$ cat config.mk
export PLATFORM = sky130hd
export DESIGN_NAME = mem_wb_stage
export DESIGN_NICKNAME = d
export VERILOG_FILES = /design/src/rtl/mem_wb_stage.sv
export SDC_FILE = /design/constraint.sdc
export NUM_CORES = 1
export LEC_CHECK = 0
export ABC_CLOCK_PERIOD_IN_PS = 2400
export CORE_MARGIN = 3
export CORE_UTILIZATION = 35
export CTS_CLUSTER_SIZE = 12
export DETAILED_ROUTE_END_ITERATION = 6
export MAX_ROUTING_LAYER = met4
export PLACE_DENSITY = 0.89
export SYNTH_ARGS = -nofsm -noshare
export SYNTH_HDL_FRONTEND = slang
export SYNTH_SLANG_ARGS = --single-unit
$ cat constraint.sdc
create_clock -name clk -period 2.4 [get_ports clk]
set_input_delay 0.48 -clock clk [delete_from_list [all_inputs] [get_ports clk]]
set_output_delay 0.48 -clock clk [all_outputs]
set_load 0.02 [all_outputs]
$ cat src/rtl/mem_wb_stage.sv
// MEM/WB pipeline register for the LEGv8 datapath: selects the writeback value, holds it for
// one stage, drives the register-file write port and the EX forwarding bus, and counts retirements.
module mem_wb_stage #(
  parameter int WORD     = 64,
  parameter int REG_AW   = 5,
  parameter int CNT_W    = 32,
  parameter int ZERO_REG = 31
) (
  input  logic              clk,
  input  logic              rst_n,
  input  logic              stall,
  input  logic              flush,
  input  logic              in_valid,
  input  logic              in_reg_write,
  input  logic              in_mem_to_reg,
  input  logic [REG_AW-1:0] in_rd,
  input  logic [WORD-1:0]   in_alu_result,
  input  logic [WORD-1:0]   in_read_data,
  output logic              wb_valid,
  output logic              wb_reg_write,
  output logic [REG_AW-1:0] wb_rd,
  output logic [WORD-1:0]   wb_data,
  output logic              fwd_valid,
  output logic [REG_AW-1:0] fwd_rd,
  output logic [WORD-1:0]   fwd_data,
  output logic              retire,
  output logic [CNT_W-1:0]  retired_count
);

  localparam logic [REG_AW-1:0] ZERO_RD   = REG_AW'(ZERO_REG);
  localparam logic [CNT_W-1:0]  CNT_MAX   = {CNT_W{1'b1}};
  localparam logic [CNT_W-1:0]  CNT_ONE   = {{(CNT_W-1){1'b0}}, 1'b1};

  logic              valid_r;
  logic              reg_write_r;
  logic [REG_AW-1:0] rd_r;
  logic [WORD-1:0]   data_r;
  logic [CNT_W-1:0]  count_r;

  logic [WORD-1:0]   sel_data_s;
  logic              retire_s;
  logic              wr_en_s;

  // Writeback mux sits ahead of the register so wb_data is one cycle behind the memory stage.
  always_comb begin
    sel_data_s = in_alu_result;
    if (in_mem_to_reg) begin
      sel_data_s = in_read_data;
    end else begin
      sel_data_s = in_alu_result;
    end
  end

  // Stage register: flush beats stall beats capture.
  always_ff @(posedge clk or negedge rst_n) begin
    if (!rst_n) begin
      valid_r     <= 1'b0;
      reg_write_r <= 1'b0;
      rd_r        <= {REG_AW{1'b0}};
      data_r      <= {WORD{1'b0}};
    end else if (flush) begin
      valid_r     <= 1'b0;
    end else if (!stall) begin
      valid_r     <= in_valid;
      reg_write_r <= in_reg_write;
      rd_r        <= in_rd;
      data_r      <= sel_data_s;
    end
  end

  // Write enable and retire strobe; writes to XZR are dropped but the instruction still retires.
  always_comb begin
    wr_en_s  = 1'b0;
    retire_s = 1'b0;
    if (valid_r && reg_write_r && (rd_r != ZERO_RD)) begin
      wr_en_s = 1'b1;
    end else begin
      wr_en_s = 1'b0;
    end
    if (valid_r && !stall && !flush) begin
      retire_s = 1'b1;
    end else begin
      retire_s = 1'b0;
    end
  end

  // Saturating retired-instruction counter.
  always_ff @(posedge clk or negedge rst_n) begin
    if (!rst_n) begin
      count_r <= {CNT_W{1'b0}};
    end else if (retire_s && (count_r != CNT_MAX)) begin
      count_r <= count_r + CNT_ONE;
    end
  end

  assign wb_valid      = valid_r;
  assign wb_reg_write  = wr_en_s;
  assign wb_rd         = rd_r;
  assign wb_data       = data_r;
  assign fwd_valid     = wr_en_s;
  assign fwd_rd        = rd_r;
  assign fwd_data      = data_r;
  assign retire        = retire_s;
  assign retired_count = count_r;

endmodule

# Word level (Yosys, flattened, before mapping)
# Cells that the tools add are included.
# classes
n_reduce_logical,8
muxes,5
eq_ne,3
bitwise,2
add_sub_neg,1
# op_table
cell,n
$mux 64,1
$add 32x1->32 const B,1
$ne 32x32->1 const B,1
$logic_and 1x1->1,5
$ne 5x5->1 const B,1
$mux 1,4
$logic_not 1->1,2
$ne 2x1->1 const B,1
$not 1->1,2
$reduce_and 2->1,1
# word_totals
regBits,103

# Logic depth before layout (Yosys ltp)
# depth
word_depth,5
mapped_depth,7
ltp_nobuf,6

# Worst setup path after synthesis
# OpenSTA, ideal clock, no wires.
# synth_path
path_type,input-to-reg
startpoint,input port stall
endpoint,register count_r[25] (netlist: retired_count[25])
stages,6
t_required_ps,2270
setup_slack_ps,-122
n_path_buf,1
arrival_time_ps,2391
cell_sequence,or3b_1 -> buf_6 -> or4_4 -> a41oi_4 -> or4b_1 -> xnor2_1
# synth_between
elab_chain_cells,5
# synth_lines
element,line,source
"start, declared",11,"input logic stall,"
$logic_not 1->1,80,if (valid_r && !stall && !flush) begin
$logic_and 1x1->1 (2 in a row),80,
$mux 1,80,
$logic_and 1x1->1,91,end else if (retire_s && (count_r != CNT_MAX)) begin
"end signal, assigned",90,count_r <= {CNT_W{1'b0}};
"end signal, assigned",92,count_r <= count_r + CNT_ONE;
"end, declared",38,logic [CNT_W-1:0] count_r;
# No other way between the ends.
# A chain may end at the register's enable or synchronous reset.

# Worst setup path after layout
# layout_path
startpoint,input port flush
endpoint,register count_r[25] (netlist: retired_count[25])
# layout_between
elab_chain_cells,4
# layout_lines
element,line,source
"start, declared",12,"input logic flush,"
$logic_not 1->1,80,
$logic_and 1x1->1,80,
$mux 1,80,
$logic_and 1x1->1,91,
# No other way between the ends.

==> metrics <==
Final Max Tran Viols=0; complex-gate fraction of the synthesized area=0.0762; HP Class=primary input to asynchronous set/reset pin; Seq/Total Area, Yosys=0.486; initial drt markers=229; Post-synth top cells=103 x dfrtp_1, 81 x nand2_1, 70 x buf_4, 65 x mux2i_1, 64 x o21ai_0; xor/xnor cell area share of the yosys netlist=0.0495; H-tree depth=3; maxcap violations=0; row count=44; clk sinks=103; Final Util=0.581; Fin Clk Skew=0.00813 ns; number of buffers created by CTS=9; pwr/cell area=622 nW/µm²; core area=14700 µm²; die width=129 µm; largest net degree at the start of global routing=70; post-layout minimum cycle time=2.30 ns; synth top area cells=dfrtp_1 49%, mux2i_1 12%, buf_4 9.9%, o21ai_0 6.0%, nand2_1 5.7%; VDD IR max=0.333 mV; DR vias=4671; Async S/R FF share, synth=1.00; Final Power=5.31 mW; Area Growth Syn to Fin=60.9%; CTS Buffer Depth=2; DP Area=8240 µm²; drt wl/cell=17.2 µm; number of enable flip-flop cells after synthesis=0; Least-Margin Pin Slew=0.542 ns; gr ovfl total=0; multi-input logic area=2080 µm²; IO Count=314; Yosys warning count=0; drt via density=4.86; gpl congestion=0.879; cell with the most instances after synthesis=dfrtp_1; slowest CP cell=or4_4; syn_area_per_cell=10.1 µm²; Mapped Nets=664; period utilization=0.958; root buffer cell=clkbuf_16; Static Leakage=3.75 nW; largest family of logic cells by synthesized area=multiplexers; number of cells produced by synthesis=523; CTS tree=yes; sequential cell area=2580 µm²; number of global-route vias before repair=4674; Setup WS pre-CTS=-0.404 ns; fmax=0.435 GHz; post-synthesis mux area share=0.138; # DRC=0; Clock power frac=0.266; CP Capture Type=register; post-detailed-route count of antenna-violating nets=0; DR pass1 iterations=4; combinational share of power=0.336; sequential share of power=0.398; Synth top area share=0.486; clock latency on the worst-skew pair=0.34 ns; post-synthesis adder-cell area fraction=0.00236; Synth area leader=dfrtp_1; worst-path maximum fanout=3; post-DP HPWL=13.1 mm; Initial Util=0.361; slew margin rel.=0.636; setup ws final=0.102 ns; setup violators final=0; clk slew on worst S/H paths=0.07 ns; Final Routed Wirelength=16.6 mm; Critical Path Source Type=primary input; die height=129 µm; Die ar.=16700 µm²; CP Class=primary input to register; Int Power=3.60 mW; Hold Fails Final Rpt=0; Yosys reg bits=103; Total Neg Setup Slack=0 ns; Worst EP arrival=2.53 ns; RSZ-0062 raised after global routing=false; Most used DFF post-synth=dfrtp_1; layout cells sized above 1=0.0656; Yosys cell types=35; Switch Pwr=1.71 mW; first-pass GRT wire length=24.6 mm; design area=8530 µm²; CP Cell Sequence=dlygate4sd2_1 -> or3b_4 -> or4_4 -> a41oi_4 -> or4b_4 -> xnor2_1; buffers added on ports=313; Switching Share=0.323; Post-Synth Simple-Gate Area=0.125; max incr delay on CP=0.57 ns; # fillers=1213; Nets=913; Crit path required time=2.63 ns; cell area after synthesis=5300 µm²; initial antenna violation count=1; status=finished clean; GR Util All Layers=0.194
metrics by stage:
| stage | hold WS, ns | instances |
|---|---|---|
| after global routing | 0.0822 | 962 |
| final | 0.0779 | 962 |
| after floorplan | 0.184 | 523 |
| after CTS | 0.0748 | 961 |
| after detailed placement | 0.456 | 945 |
| after global placement | 0.455 | 945 |
power groups by stage:
stage          sequential, mW  clock (mW)  combinational [mW]
3_3_place_gp             2.14           0                1.77
5_1_grt                  2.14        1.52                1.91
2_1_floorplan            2.33           0               0.726
4_1_cts                  2.11        1.46                1.81
3_5_place_dp             2.14           0                1.81
6_report                 2.11        1.41                1.78
registers in the layout (all words and copies together), names as in the netlist:
name and flops:
fwd_rd 5, wb_valid 1, fwd_data 64, reg_write_r 1
retired_count 32
cell type report:
cell class / count / share of cell area
flip-flops and latches: 103 / 0.302
diodes: 1 / 0.000293
well taps: 184 / 0.0270
multi-input cells: 317 / 0.244
inverters: 7 / 0.00308
clock buffers: 10 / 0.0280
clock inverters: 6 / 0.00484
repair buffers: 334 / 0.391
final timing paths:
kind / from / endpoint / slack [ns] / depth (start not counted)
max: flush / retired_count[25] / 0.10 / 6
min: rst_n / retired_count[8] / 0.08 / 1
max reg2reg: wb_valid / retired_count[25] / 0.18 / 5
min reg2reg: retired_count[26] / retired_count[26] / 0.49 / 1
max in group asynchronous: rst_n / fwd_data[29] / 1.64 / 2
min in group clk: retired_count[26] / retired_count[26] / 0.49 / 1
timing repair:
action                                  CTS  global route
pin swaps                                 3             0
hold buffers                              0             0
buffers inserted                          0             0
endpoints found under the setup margin    5             1
resized for setup                         7             1
cell usage in the layout, fill, tap and decap left out, types with 2 or more instances in the layout:
| cell | Yosys | routed |
|---|---|---|
| and3_1 | 5 | 5 |
| dfrtp_1 | 103 | 103 |
| inv_1 | 7 | 7 |
| buf_12 | 0 | 4 |
| or3_1 | 3 | 3 |
| nand3_1 | 13 | 13 |
| buf_4 | 70 | 19 |
| clkdlybuf4s50_1 | 0 | 306 |
| clkinv_2 | 0 | 3 |
| dlygate4sd2_1 | 0 | 4 |
| mux2_2 | 6 | 6 |
| inv_6 | 0 | 3 |
| nor3_1 | 7 | 7 |
| nor2_1 | 8 | 8 |
| clkbuf_16 | 0 | 9 |
| xor2_1 | 14 | 14 |
| nand4_1 | 8 | 8 |
| mux2i_1 | 65 | 65 |
| o2111ai_1 | 2 | 2 |
| xnor2_1 | 16 | 16 |
| o21ai_0 | 64 | 64 |
| nand2_1 | 81 | 81 |
| nor4_1 | 8 | 8 |
| o31ai_1 | 2 | 2 |
layer usage:
metal  up-vias  track usage  part of all wire
met2       235        0.334              0.52
li1       2222            -                 -
met4         0       0.0624             0.018
met5         -            -                 0
met3        23       0.0453             0.072
met1      2191        0.225              0.39
kinds of logic (layout without fill, tap and decap cells):
kind of cell / count (synthesis) / count (layout)
buffers and inverters: 103 / 357
multiplexers: 72 / 72
adder cells (fa/ha/maj): 1 / 1
flip-flops: 103 / 103
AND/OR/NAND/NOR: 142 / 142
other: 0 / 1
XOR/XNOR: 30 / 30
AO/OA/AOI/OAI: 72 / 72
critical path: cells and delay by family:
family          cells  cell delay, ns
compound gates      1            0.20
xor+xnor            1            0.13
simple gates        3            1.45
buf+inv             1            0.26
Note: power is estimated with default switching activity, not from simulation.
